===== src/rtl/imm_ext_pkg.sv =====
// Shared definitions for the immediate-extension stage: mode encodings and
// the occupancy state of the two-entry output buffer.
package imm_ext_pkg;

    localparam logic [1:0] MODE_SIGN  = 2'd0;
    localparam logic [1:0] MODE_ZERO  = 2'd1;
    localparam logic [1:0] MODE_LUI   = 2'd2;
    localparam logic [1:0] MODE_SHIFT = 2'd3;

    // Number of entries held: none, output register only, output plus skid.
    typedef enum logic [1:0] {
        EMPTY = 2'd0,
        ONE   = 2'd1,
        FULL  = 2'd2
    } state_t;

endpackage


===== src/rtl/imm_ext_core.sv =====
// Combinational immediate extender: sign, zero, upper-immediate and
// shifted-offset forms, plus a flag for significant bits lost by the shift.
module imm_ext_core
    import imm_ext_pkg::*;
#(
    parameter int unsigned IN_W  = 16,
    parameter int unsigned OUT_W = 32,
    parameter int unsigned SHAMT = 2
) (
    input  logic [IN_W-1:0]  in_data,
    input  logic [1:0]       in_mode,
    output logic [OUT_W-1:0] ext_data,
    output logic             ext_ovf
);

    // The shift keeps the value only if the bits shifted out match the new sign bit.
    localparam int unsigned TOP_W = SHAMT + 1;

    logic [OUT_W-1:0] w_sext;
    logic [OUT_W-1:0] w_zext;
    logic [OUT_W-1:0] w_lui;
    logic [OUT_W-1:0] w_shift;
    logic [TOP_W-1:0] w_top;

    assign w_sext  = OUT_W'($signed(in_data));
    assign w_zext  = OUT_W'(in_data);
    assign w_lui   = w_zext << (OUT_W - IN_W);
    assign w_shift = w_sext << SHAMT;
    assign w_top   = w_sext[OUT_W-1 -: TOP_W];

    // Select the extended form; overflow is only meaningful for the shifted form.
    always_comb begin
        ext_data = w_sext;
        ext_ovf  = 1'b0;
        unique case (in_mode)
            MODE_SIGN:  ext_data = w_sext;
            MODE_ZERO:  ext_data = w_zext;
            MODE_LUI:   ext_data = w_lui;
            MODE_SHIFT: begin
                ext_data = w_shift;
                ext_ovf  = (|w_top) && !(&w_top);
            end
            default:    ext_data = w_sext;
        endcase
    end

endmodule


===== src/rtl/imm_extend_stage.sv =====
// Registered immediate-extension stage with a valid/ready handshake and a
// one-entry skid register so a downstream stall never drops an accepted value.
module imm_extend_stage
    import imm_ext_pkg::*;
#(
    parameter int unsigned IN_W  = 16,
    parameter int unsigned OUT_W = 32,
    parameter int unsigned SHAMT = 2
) (
    input  logic             clk,
    input  logic             rst_n,
    input  logic             flush,
    input  logic             in_valid,
    output logic             in_ready,
    input  logic [IN_W-1:0]  in_data,
    input  logic [1:0]       in_mode,
    output logic             out_valid,
    input  logic             out_ready,
    output logic [OUT_W-1:0] out_data,
    output logic             out_ovf
);

    state_t           r_state;
    logic [OUT_W-1:0] r_out_data;
    logic             r_out_ovf;
    logic [OUT_W-1:0] r_skid_data;
    logic             r_skid_ovf;

    logic [OUT_W-1:0] w_ext_data;
    logic             w_ext_ovf;
    logic             w_accept;
    logic             w_emit;

    // Extension happens before storage so both registers hold final values.
    imm_ext_core #(
        .IN_W  (IN_W),
        .OUT_W (OUT_W),
        .SHAMT (SHAMT)
    ) u_core (
        .in_data  (in_data),
        .in_mode  (in_mode),
        .ext_data (w_ext_data),
        .ext_ovf  (w_ext_ovf)
    );

    // Handshake flags decode the state register only; out_ready never reaches in_ready.
    always_comb begin
        in_ready  = (r_state != FULL);
        out_valid = (r_state != EMPTY);
        out_data  = r_out_data;
        out_ovf   = r_out_ovf;
        w_accept  = in_valid && in_ready;
        w_emit    = out_valid && out_ready;
    end

    // Occupancy state and storage; flush drops everything, including a same-edge accept.
    always_ff @(posedge clk or negedge rst_n) begin
        if (!rst_n) begin
            r_state     <= EMPTY;
            r_out_data  <= '0;
            r_out_ovf   <= 1'b0;
            r_skid_data <= '0;
            r_skid_ovf  <= 1'b0;
        end else if (flush) begin
            r_state <= EMPTY;
        end else begin
            case (r_state)
                EMPTY: begin
                    if (w_accept) begin
                        r_out_data <= w_ext_data;
                        r_out_ovf  <= w_ext_ovf;
                        r_state    <= ONE;
                    end
                end
                ONE: begin
                    if (w_accept && w_emit) begin
                        r_out_data <= w_ext_data;
                        r_out_ovf  <= w_ext_ovf;
                    end else if (w_accept) begin
                        // Output is stalled: park the newer entry behind it.
                        r_skid_data <= w_ext_data;
                        r_skid_ovf  <= w_ext_ovf;
                        r_state     <= FULL;
                    end else if (w_emit) begin
                        r_state <= EMPTY;
                    end
                end
                FULL: begin
                    if (w_emit) begin
                        r_out_data <= r_skid_data;
                        r_out_ovf  <= r_skid_ovf;
                        r_state    <= ONE;
                    end
                end
                default: r_state <= EMPTY;
            endcase
        end
    end

endmodule


===== config.mk =====
export PLATFORM = sky130hd
export DESIGN_NAME = imm_extend_stage
export DESIGN_NICKNAME = d
export VERILOG_FILES = /design/src/rtl/imm_ext_pkg.sv /design/src/rtl/imm_ext_core.sv /design/src/rtl/imm_extend_stage.sv
export SDC_FILE = /design/constraint.sdc
export NUM_CORES = 1
export LEC_CHECK = 0
export CAP_MARGIN = 20
export CORE_MARGIN = 10
export CORE_UTILIZATION = 44
export DETAILED_ROUTE_END_ITERATION = 10
export GPL_TIMING_DRIVEN = 0
export HOLD_SLACK_MARGIN = 0.03
export PLACE_DENSITY_LB_ADDON = 0.12
export SKIP_CTS_REPAIR_TIMING = 1
export SYNTH_ARGS = -nofsm -noshare
export SYNTH_HDL_FRONTEND = slang
export SYNTH_SLANG_ARGS = --single-unit

===== constraint.sdc =====
create_clock -name clk -period 1.8 [get_ports clk]
set_input_delay 0.36 -clock clk [delete_from_list [all_inputs] [get_ports clk]]
set_output_delay 0.36 -clock clk [all_outputs]
set_load 0.03 [all_outputs]

==> results of run 1 <==
==> per-stage QoR <==
stage | TNS (ns) | setup slack (ns) | std cells | utilization
detailed placement | -11.99 | -0.3767 | 505 | 0.5420
CTS | -1.003 | -0.7493 | 521 | 0.5742
finish | -0.08295 | -0.08295 | 521 | 0.5772
global route | -0.5365 | -0.1360 | 521 | 0.5772
global placement | -140.09 | -1.947 | 505 | 0.5423
floorplan | 0 | 0.3245 | 351 | -
==> sequential cells by signal (all words and copies together), names as in the netlist <==
register     count
out_data        32
r_skid_data     32
r_state          2
==> power by group <==
group	internal, W	leakage, nW	switching [W]
Sequential	0.00183	0.823	0.000171
Clock	0.000914	0.120	0.000566
Combinational	0.000582	0.974	0.000739
Total	0.00332	1.92	0.00148
==> area by class of cell <==
cell class	instances	area, µm²
timing repair buffer	55	550.5
tap	99	123.9
multi-input combinational	243	1389
inverter	16	62.56
sequential	66	1652
buffer	26	153.9
fill	670	3050
clock buffer	10	127.6
clock inverter	6	105.1
==> routing by layer <==
metal	share of wire	vias up	wire, µm	track usage
li1	-	1306	-	-
met1	0.43	1329	3564	0.1817
met4	0.016	0	135	0.05416
met2	0.49	79	4032	0.2496
met5	0	-	0	0
met3	0.061	14	503	0.04019
==> logic make-up (layout without fill, tap and decap cells) <==
logic type | Yosys count | in the layout | share of synthesized area
buf+inv | 42 | 113 | 0.06337
compound gates | 96 | 96 | 0.1611
flops | 66 | 66 | 0.5100
other cells | 1 | 1 | 0.001158
mux | 33 | 33 | 0.1113
simple gates | 113 | 113 | 0.1530
==> worst max path at each step <==
stage / slack, ns / endpoint / startpoint
floorplan: 0.32 / out_data[11] / r_state[1]
global placement: -1.95 / out_data[20] / rst_n
detailed placement: -0.38 / in_ready / r_state[1]
CTS: -0.75 / in_ready / r_state[1]
global route: -0.14 / in_ready / r_state[1]
finish: -0.08 / in_ready / r_state[0]
==> layout by cell type, fill, tap and decap left out, types with 2 or more instances in the layout <==
master | synthesis | final
sky130_fd_sc_hd__a21oi_1 | 43 | 41
sky130_fd_sc_hd__a21oi_2 | 0 | 2
sky130_fd_sc_hd__and2_1 | 3 | 3
sky130_fd_sc_hd__buf_2 | 14 | 12
sky130_fd_sc_hd__buf_4 | 4 | 6
sky130_fd_sc_hd__buf_6 | 2 | 3
sky130_fd_sc_hd__bufinv_16 | 0 | 3
sky130_fd_sc_hd__clkbuf_1 | 5 | 6
sky130_fd_sc_hd__clkbuf_8 | 0 | 9
sky130_fd_sc_hd__clkdlybuf4s50_1 | 0 | 51
sky130_fd_sc_hd__clkinv_2 | 0 | 3
sky130_fd_sc_hd__dfrtp_1 | 66 | 66
sky130_fd_sc_hd__dlymetal6s2s_1 | 0 | 2
sky130_fd_sc_hd__inv_1 | 15 | 15
sky130_fd_sc_hd__mux2_1 | 4 | 4
sky130_fd_sc_hd__mux2_2 | 12 | 12
sky130_fd_sc_hd__mux2_4 | 2 | 2
sky130_fd_sc_hd__mux2i_1 | 15 | 15
sky130_fd_sc_hd__nand2_1 | 53 | 53
sky130_fd_sc_hd__nand2b_1 | 3 | 3
sky130_fd_sc_hd__nand3_1 | 3 | 3
sky130_fd_sc_hd__nor2_1 | 31 | 31
sky130_fd_sc_hd__nor2b_1 | 15 | 15
sky130_fd_sc_hd__o21ai_0 | 33 | 33
sky130_fd_sc_hd__o21ai_1 | 2 | 2
sky130_fd_sc_hd__o22ai_1 | 14 | 14
==> summary.md, run 1 <==
| Metric | Value |
|---|---|
| Path type of the worst setup path | `register to output port` |
| Instance count on the critical path | `5` |
| DIE WIDTH | `105.8 µm` |
| Post-synth EDFFs | `0` |
| Arrival @ worst endpoint | `between 1.5 and 2 ns` |
| Antenna violations before repair | `0` |
| Clock network latency to the later pin of the worst-skew pair | `between 0.3 and 0.4 ns` |
| Top-area cell type share of the netlist area | `0.5100` |
| Number of search-and-repair iterations in the first detailed-routing pass | `4` |
| Required time worst endpoint | `1.44 ns` |
| Seq/Total Area, Yosys | `0.5100` |
| Max Freq | `0.5311 GHz` |
| Vias | `2728` |
| Clk buf depth | `2` |
| Async set or reset register ratio after synthesis | `1.000` |
| Cell chain of the critical path | `nor2b_1 > buf_4 > inv_4 > buf_6 > buf_4` |
| Via count of the first global-routing pass | `2752` |
| Count of warnings emitted by yosys | `0` |
| RSZ-0062 raised after global routing | `true` |
| Antenna diode instance count | `0` |
| Clk_skew | `slightly below 0.007 ns` |
| Number of buffers created by CTS | `9` |
| Fin worst setup slack | `-0.08295 ns` |
| Count of buffers from port buffering | `55` |
| Top cells by area, synth | `sky130_fd_sc_hd__dfrtp_1 51%, sky130_fd_sc_hd__a21oi_1 6.6%, sky130_fd_sc_hd__nand2_1 6.1%` |
| CTS Root Buffer Type | `sky130_fd_sc_hd__clkbuf_8` |
| Residual DRC | `0` |
| Kind of cell adding the most delay to the critical path | `buffers and inverters` |
| Violated checks | `negative setup slack` |
| Die area | `11190 µm²` |
| Number of levels the H-tree was split into | `3` |
| Last weighted congestion value of the routability-driven placer | `0.8336` |
| Critical path buffer and inverter count | `4` |
| Hold Slack | `between 0.1 and 0.15 ns` |
| Most frequent cell on the critical path | `sky130_fd_sc_hd__buf_4` |
| FF-to-FF setup slack | `~0.13 ns` |
| CP peak stage delay | `0.44 ns` |
| Pwr Total | `~0.0048 W` |
| Post-synthesis cell area | `3238 µm²` |
| Startpoint class of the critical path | `register` |
| Worst hold path class | `primary input to async pin` |
| Number of maximum-capacitance constraint violations | `0` |
| Number of nets in the finished design | `440` |
| Reg-to-Reg End | `out_data[12]` |
| Post-layout min period | `~1.9 ns` |
| Total nets after synthesis | `374` |
| Post-synthesis area per instance | `9.225 µm²` |
| Final Max Slew Viols | `0` |
| Total routing usage reported by global routing | `0.1497` |
| Total of endpoints with negative setup slack in the final report | `1` |
| Number of unique standard cell types used by synthesis | `32` |
| Total of flip-flops plus latches after synthesis | `66` |
| Slew at the pin closest to its max-slew limit | `0.8337 ns` |
| Nature of the critical path endpoint | `output port` |
| Grt ovf | `0` |
| Total half-perimeter wirelength after legalization and detailed placement | `between 6000 and 7000 µm` |
| Final Instance Area | `roughly 4200 µm²` |
| Most frequent cells after synthesis | `66 x sky130_fd_sc_hd__dfrtp_1, 53 x sky130_fd_sc_hd__nand2_1, 43 x sky130_fd_sc_hd__a21oi_1` |
| Post-Syn Instances | `approximately 350` |
| Largest net degree at the start of global routing | `between 60 and 70` |
| Average routed wire per standard cell | `15.81 µm` |
| Leakage power | `approximately 1.9 nW` |
| Worst-path cell with the longest stage delay | `sky130_fd_sc_hd__dfrtp_1` |
| Final period util | `1.046` |
| Power density over cell area | `1152 nW/µm²` |
| Outcome | `complete, but fails checks` |
| Starting density of the core | `0.4488` |
| Row count | `31` |
| First-pass GRT wire length | `about 14000 µm` |
| Starting DRT DRC Count | `roughly 120` |
| Clock transition at the registers of the reported paths | `about 0.070 ns` |
| Clock net sink count | `66` |
| Vias per std cell | `~5.2` |
| Area of the core | `roughly 7200 µm²` |
| Final antenna-violating net count | `0` |
| IR drop worst, VDD | `0.5540 mV` |
| Reg2reg path depth | `5` |
| Source of the worst register-to-register timing path | `r_state[1]` |
| Total wirelength of the detailed-routed design | `8236 µm` |
| Highest fanout seen on the critical path | `10` |
| Cell accounting for the most synthesized area | `sky130_fd_sc_hd__dfrtp_1` |
| Top-level port count | `58` |
| Post-detailed-placement cell area | `about 3900 µm²` |
| Final-report hold violation count | `0` |
| DIE HEIGHT | `around 110 µm` |
| Layout Area Growth over Synthesis | `28.59%` |
| Max-slew headroom | `0.4442` |
| Cell with the most instances after synthesis | `sky130_fd_sc_hd__dfrtp_1` |
| Most used flip-flop cell after synthesis | `sky130_fd_sc_hd__dfrtp_1` |
| TritonCTS clock tree | `built` |
| Fraction of final layout cells with drive strength greater than 1 | `0.1422` |
Note: power is estimated with default switching activity, not from simulation.
==> run 2, diff against run 1 <==
Settings changed: SKIP_CTS_REPAIR_TIMING 1 to unset.
==> run 2 against run 1 <==
  * The run now ends clean
  * Core utilization increased by 0.35 points
  * Count of clock-buffer cells in the layout unchanged
  * Flip-flop and latch count unchanged
  * Global-route usage increased by 0.064 points
  * Combinational power about the same
  * Design area increased by 0.60%
  * Worst hold slack improved by 0.00067 ns
  * Clock skew increased by 0.00057 ns
  * Final cell count increased by 0.38%
  * Setup slack improved by 0.14 ns
  * Via count decreased by 1.9%
  * Sequential power about the same
  * Critical path type unchanged
  * Largest cell class unchanged
  * Largest power group unchanged
==> summary.md, run 2 (same netlist as run 1, synthesis figures left out) <==
| Metric | Value |
|---|---|
| Power density over cell area | `between 1000 and 1500 nW/µm²` |
| Largest net degree at the start of global routing | `67` |
| Number of nets in the finished design | `about 440` |
| Final Max Slew Viols | `0` |
| Final-report hold violation count | `0` |
| Number of maximum-capacitance constraint violations | `0` |
| Arrival @ worst endpoint | `about 1.4 ns` |
| Leading cell type in the layout, fill and taps excluded | `sky130_fd_sc_hd__dfrtp_1` |
| Worst-path cell with the longest stage delay | `sky130_fd_sc_hd__dfrtp_1` |
| Power spent charging and discharging nets | `around 0.0015 W` |
| Number of buffers created by CTS | `9` |
| Antenna diode instance count | `0` |
| Last weighted congestion value of the routability-driven placer | `around 0.83` |
| Final core utilization | `0.5806` |
| Residual DRC | `0` |
| Path type of the worst setup path | `register to output port` |
| Share of power burned in combinational logic | `0.277` |
| Cell chain of the critical path | `or2_2 > clkdlybuf4s15_2` |
| Vias per std cell | `5.117` |
| Area of the core | `between 7000 and 8000 µm²` |
| Pwr Total | `about 0.0048 W` |
| Final antenna-violating net count | `0` |
| Clock network power share | `0.307` |
| Total routing usage reported by global routing | `0.1504` |
| Post-layout min period | `between 1.5 and 2 ns` |
| CTS Root Buffer Type | `sky130_fd_sc_hd__clkbuf_8` |
| Number of search-and-repair iterations in the first detailed-routing pass | `5` |
| Nature of the critical path endpoint | `output port` |
| Via count of the first global-routing pass | `2752` |
| Total wirelength of the detailed-routed design | `~8000 µm` |
| CP peak stage delay | `around 0.45 ns` |
| Net switching fraction of the power | `0.3067` |
| Post-detailed-placement cell area | `around 3900 µm²` |
| TritonCTS clock tree | `built` |
| Total of endpoints with negative setup slack in the final report | `0` |
| Outcome | `complete, no violations` |
| Cell-internal power | `roughly 0.0033 W` |
| Row count | `31` |
| Starting DRT DRC Count | `124` |
| Grt ovf | `0` |
| Worst hold path class | `primary input to async pin` |
| Fraction of final layout cells with drive strength greater than 1 | `0.1533` |
| Required time worst endpoint | `~1.4 ns` |
| Sequential fraction of design power | `0.416` |
| Most frequent cells in the layout | `66 x sky130_fd_sc_hd__dfrtp_1, 53 x sky130_fd_sc_hd__nand2_1, 51 x sky130_fd_sc_hd__clkdlybuf4s50_1, 41 x sky130_fd_sc_hd__a21oi_1, 33 x sky130_fd_sc_hd__o21ai_0` |
| Total half-perimeter wirelength after legalization and detailed placement | `around 6000 µm` |
| Average routed wire per standard cell | `between 15 and 20 µm` |
| Antenna violations before repair | `0` |
| Top-level port count | `between 50 and 60` |
| Count of buffers from port buffering | `55` |
| Startpoint class of the critical path | `register` |
| DIE HEIGHT | `approximately 110 µm` |
| Starting density of the core | `0.4488` |
| IR drop worst, VDD | `between 0.5 and 0.6 mV` |
| Max Freq | `between 0.5 and 0.6 GHz` |
| Max-slew headroom | `0.4460` |
| Final period util | `0.9686` |
| Layout Area Growth over Synthesis | `29.37%` |
| Slew at the pin closest to its max-slew limit | `roughly 0.83 ns` |
| Vias | `roughly 2700` |
| Clk_skew | `roughly 0.0073 ns` |
| Highest fanout seen on the critical path | `6` |
| Leakage power | `between 1.5 and 2 nW` |
| Clock net sink count | `between 60 and 70` |
| Final Instance Area | `about 4200 µm²` |
| Count of filler cells inserted in the layout | `about 670` |
| Number of levels the H-tree was split into | `3` |
| Clock network latency to the later pin of the worst-skew pair | `0.34 ns` |
| Clk buf depth | `2` |
| Die area | `11190 µm²` |
| Clock transition at the registers of the reported paths | `approximately 0.07 ns` |
| DIE WIDTH | `105.8 µm` |
| First-pass GRT wire length | `between 10000 and 15000 µm` |
| RSZ-0062 raised after global routing | `false` |
run 2: cell types whose count changed in the layout (fill, tap and decap cells not counted):
cell | previous run | this run
sky130_fd_sc_hd__buf_6 | 3 | 2
sky130_fd_sc_hd__nor2b_2 | 0 | 1
sky130_fd_sc_hd__buf_8 | 0 | 1
sky130_fd_sc_hd__buf_4 | 6 | 8
sky130_fd_sc_hd__nor2b_1 | 15 | 14
sky130_fd_sc_hd__nand3_1 | 3 | 2
sky130_fd_sc_hd__nand3_2 | 0 | 1
sky130_fd_sc_hd__clkdlybuf4s15_2 | 0 | 1
sky130_fd_sc_hd__dlymetal6s2s_1 | 2 | 1
run 2: layout make-up:
cell class / instances / area [µm²] / area share
plain buffers: 25 / 146.4 / 0.03495
well taps: 99 / 123.9 / 0.02957
clock buffers: 10 / 127.6 / 0.03047
clock inverters: 6 / 105.1 / 0.02509
flip-flops and latches: 66 / 1652 / 0.3943
inverters: 16 / 62.56 / 0.01493
multi-input cells: 243 / 1396 / 0.3333
repair buffers: 58 / 575.6 / 0.1374
run 2: worst paths after layout:
path	depth (start not counted)	startpoint	to	slack, ns
min in group clk	2	r_skid_data[0]	r_skid_data[0]	0.48
max reg2reg	6	r_state[1]	out_data[12]	0.10
max	2	r_state[0]	out_valid	0.06
min reg2reg	2	r_skid_data[0]	r_skid_data[0]	0.48
min	1	rst_n	out_data[1]	0.11
max in group asynchronous	1	rst_n	r_skid_data[16]	1.13
run 2: per-stage QoR:
stage,setup WS [ns],std cells,setup TNS [ns],hold slack (ns)
2_1_floorplan,0.3245,351,0,0.06441
3_3_place_gp,-1.947,505,-140.09,0.4608
3_5_place_dp,-0.3767,505,-11.99,0.4706
4_1_cts,0.01678,523,0,0.1555
5_1_grt,0.009217,523,0,0.1844
6_report,0.05656,523,0,0.1104
run 2: metal layers:
metal / global-route usage / vias to the layer above / part of all wire
met4: 0.05319 / 0 / 0.012
li1: - / 1308 / -
met1: 0.1809 / 1294 / 0.44
met3: 0.04202 / 12 / 0.057
met2: 0.2518 / 62 / 0.49
met5: 0 / - / 0
run 2: power groups by stage:
stage	clock network (W)	logic (W)	registers [W]
3_5_place_dp	0	0.00134	0.00203
2_1_floorplan	0	0.000486	0.00232
4_1_cts	0.00150	0.00134	0.00200
3_3_place_gp	0	0.00132	0.00201
5_1_grt	0.00156	0.00145	0.00204
6_report	0.00147	0.00133	0.00200
run 2: worst max-delay path: cells and delay by family, from the launching register on:
kind / cells / cell delay (ns)
flops: 1 / 0.45
simple gates: 1 / 0.32
buf+inv: 1 / 0.28
run 2: timing repair:
action	4_1_cts	5_1_grt
setup buffers	2	1
endpoints found under the setup margin	2	21
pin swaps	0	1
hold buffers	0	0
resized for setup	13	7
==> run 3, diff against run 2 <==
Clock period 1.8 ns to 1.7 ns, I/O delays scaled along.
==> run 3 against run 2 <==
  * First-iteration DRC count down 7.3%
  * Critical path depth rose by 3
  * Worst hold slack worse by 0.016 ns
  * Clock skew increased by 0.00055 ns
  * Final cell count is 0.76% higher
  * Sequential power increased by 5%
  * Critical path type is now register to register
==> summary.md, run 3 (same netlist as run 1, synthesis figures left out) <==
| Metric | Value |
|---|---|
| Cell-internal power | `~0.0034 W` |
| Grt ovf | `0` |
| Final standard cell count with taps included and fillers excluded | `roughly 530` |
| TritonCTS clock tree | `built` |
| Final antenna-violating net count | `0` |
| Most frequent cells in the layout | `64 x sky130_fd_sc_hd__dfrtp_1, 53 x sky130_fd_sc_hd__nand2_1, 43 x sky130_fd_sc_hd__a21oi_1, 32 x sky130_fd_sc_hd__o21ai_0, 31 x sky130_fd_sc_hd__nor2_1` |
| Number of maximum-capacitance constraint violations | `0` |
| Number of nets in the finished design | `~450` |
| Share of power burned in combinational logic | `0.264` |
| Antenna violations before repair | `0` |
| Highest fanout seen on the critical path | `7` |
| Vias per std cell | `5.178` |
| Area of the core | `~7000 µm²` |
| Slew at the pin closest to its max-slew limit | `0.8354 ns` |
| Final period util | `0.9658` |
| Number of search-and-repair iterations in the first detailed-routing pass | `5` |
| Row count | `31` |
| Max-slew headroom | `0.4430` |
| DIE WIDTH | `105.8 µm` |
| Max Freq | `approximately 0.6 GHz` |
| Clock transition at the registers of the reported paths | `around 0.070 ns` |
| Sequential fraction of design power | `0.423` |
| Final-report hold violation count | `0` |
| Post-Place Worst Slack | `-0.4567 ns` |
| Clock net sink count | `66` |
| Count of buffers from port buffering | `between 50 and 60` |
| Required time worst endpoint | `1.93 ns` |
| Leakage power | `between 2 and 2.5 nW` |
| Starting density of the core | `0.4488` |
| CTS Root Buffer Type | `sky130_fd_sc_hd__clkbuf_8` |
| Layout Area Growth over Synthesis | `30.72%` |
| Die area | `about 11000 µm²` |
| DIE HEIGHT | `about 110 µm` |
| FF-to-FF setup slack | `0.06 ns` |
| Reg2reg path depth | `5` |
| Clock network latency to the later pin of the worst-skew pair | `between 0.3 and 0.4 ns` |
| Clk buf depth | `2` |
| Reg-to-Reg End | `out_data[12]` |
| Final core utilization | `0.5867` |
| Post-layout min period | `about 1.6 ns` |
| Fin worst setup slack | `about 0.058 ns` |
| Starting DRT DRC Count | `115` |
| Average routed wire per standard cell | `between 15 and 20 µm` |
| Top-level port count | `58` |
| Nature of the critical path endpoint | `register` |
| Startpoint class of the critical path | `register` |
| Source of the worst register-to-register timing path | `r_state[1]` |
| Residual DRC | `0` |
| Final sum of negative setup slack | `0 ns` |
| Final Max Slew Viols | `0` |
| Largest net degree at the start of global routing | `67` |
| Power density over cell area | `about 1200 nW/µm²` |
| Via count of the first global-routing pass | `around 2700` |
| Arrival @ worst endpoint | `between 1.5 and 2 ns` |
| Vias | `between 2000 and 3000` |
| IR drop worst, VDD | `0.5724 mV` |
| Antenna diode instance count | `0` |
| Clock network power share | `0.313` |
| Net switching fraction of the power | `0.3138` |
| Total half-perimeter wirelength after legalization and detailed placement | `between 6000 and 7000 µm` |
| Path type of the worst setup path | `register to register` |
| First-pass GRT wire length | `between 10000 and 15000 µm` |
| Fraction of final layout cells with drive strength greater than 1 | `0.1659` |
| CTS Hold Bufs | `0` |
| Total wirelength of the detailed-routed design | `between 8000 and 9000 µm` |
| Total of endpoints with negative setup slack in the final report | `0` |
| Worst hold path class | `primary input to async pin` |
| Number of buffers created by CTS | `9` |
| Leading cell type in the layout, fill and taps excluded | `sky130_fd_sc_hd__dfrtp_1` |
| Number of levels the H-tree was split into | `3` |
| Number of instances in the placed design | `505` |
| Outcome | `complete, no violations` |
| Power spent charging and discharging nets | `approximately 0.0016 W` |
| Clk_skew | `a little under 0.008 ns` |
| Last weighted congestion value of the routability-driven placer | `between 0.8 and 0.9` |
| Total routing usage reported by global routing | `0.1508` |
==> run 3: area by class of cell <==
cell class / instances / area (µm²)
Fill cell: 672 / 2982
Sequential cell: 66 / 1654
Multi-Input combinational cell: 243 / 1396
Timing Repair Buffer: 62 / 591.8
Buffer: 25 / 168.9
Clock buffer: 10 / 127.6
Tap cell: 99 / 123.9
Clock inverter: 6 / 105.1
Inverter: 16 / 65.06
==> run 3: power groups by stage <==
stage | clock [W] | sequential [W] | combinational [W]
finish | 0.00156 | 0.00211 | 0.00132
global route | 0.00165 | 0.00216 | 0.00145
CTS | 0.00159 | 0.00211 | 0.00132
detailed placement | 0 | 0.00215 | 0.00141
global placement | 0 | 0.00213 | 0.00139
floorplan | 0 | 0.00245 | 0.000514
==> run 3: routing by layer <==
layer,track usage,vias up,part of all wire
li1,-,1319,-
met5,0,-,0
met2,0.2540,72,0.49
met4,0.05222,0,0.0096
met1,0.1824,1331,0.44
met3,0.03898,7,0.056
==> run 3: how the worst max path moves through the flow <==
stage	startpoint	to	slack, ns
floorplan	r_state[1]	out_data[11]	0.22
global placement	rst_n	out_data[20]	-2.03
detailed placement	r_state[1]	in_ready	-0.46
CTS	r_state[0]	in_ready	-0.03
global route	r_state[1]	out_data[12]	-0.007
finish	r_state[1]	out_data[12]	0.06
==> run 3: what timing repair did <==
item / in CTS / in global routing
pin swaps: 0 / 1
setup endpoints to repair: 33 / 49
gates cloned: 0 / 1
resized for setup: 47 / 24
setup buffers: 3 / 3
==> run 3: metrics by stage <==
stage | power [W] | hold WS [ns] | instance area [µm²]
after global routing | 0.005256 | 0.1641 | 4233
after detailed placement | 0.003560 | 0.4706 | 3910
after floorplan | 0.002967 | 0.04441 | 3238
after global placement | 0.003526 | 0.4608 | 3913
after CTS | 0.005017 | 0.1355 | 4144
final | 0.004992 | 0.09424 | 4233
==> run 3: critical path: stages (launching register included) <==
cell and delay (ns):
sky130_fd_sc_hd__dfrtp_2 0.41, sky130_fd_sc_hd__mux2i_1 0.25, sky130_fd_sc_hd__nor2_2 0.08, sky130_fd_sc_hd__o21bai_4 0.27
sky130_fd_sc_hd__buf_12 0.18, sky130_fd_sc_hd__mux2_2 0.33
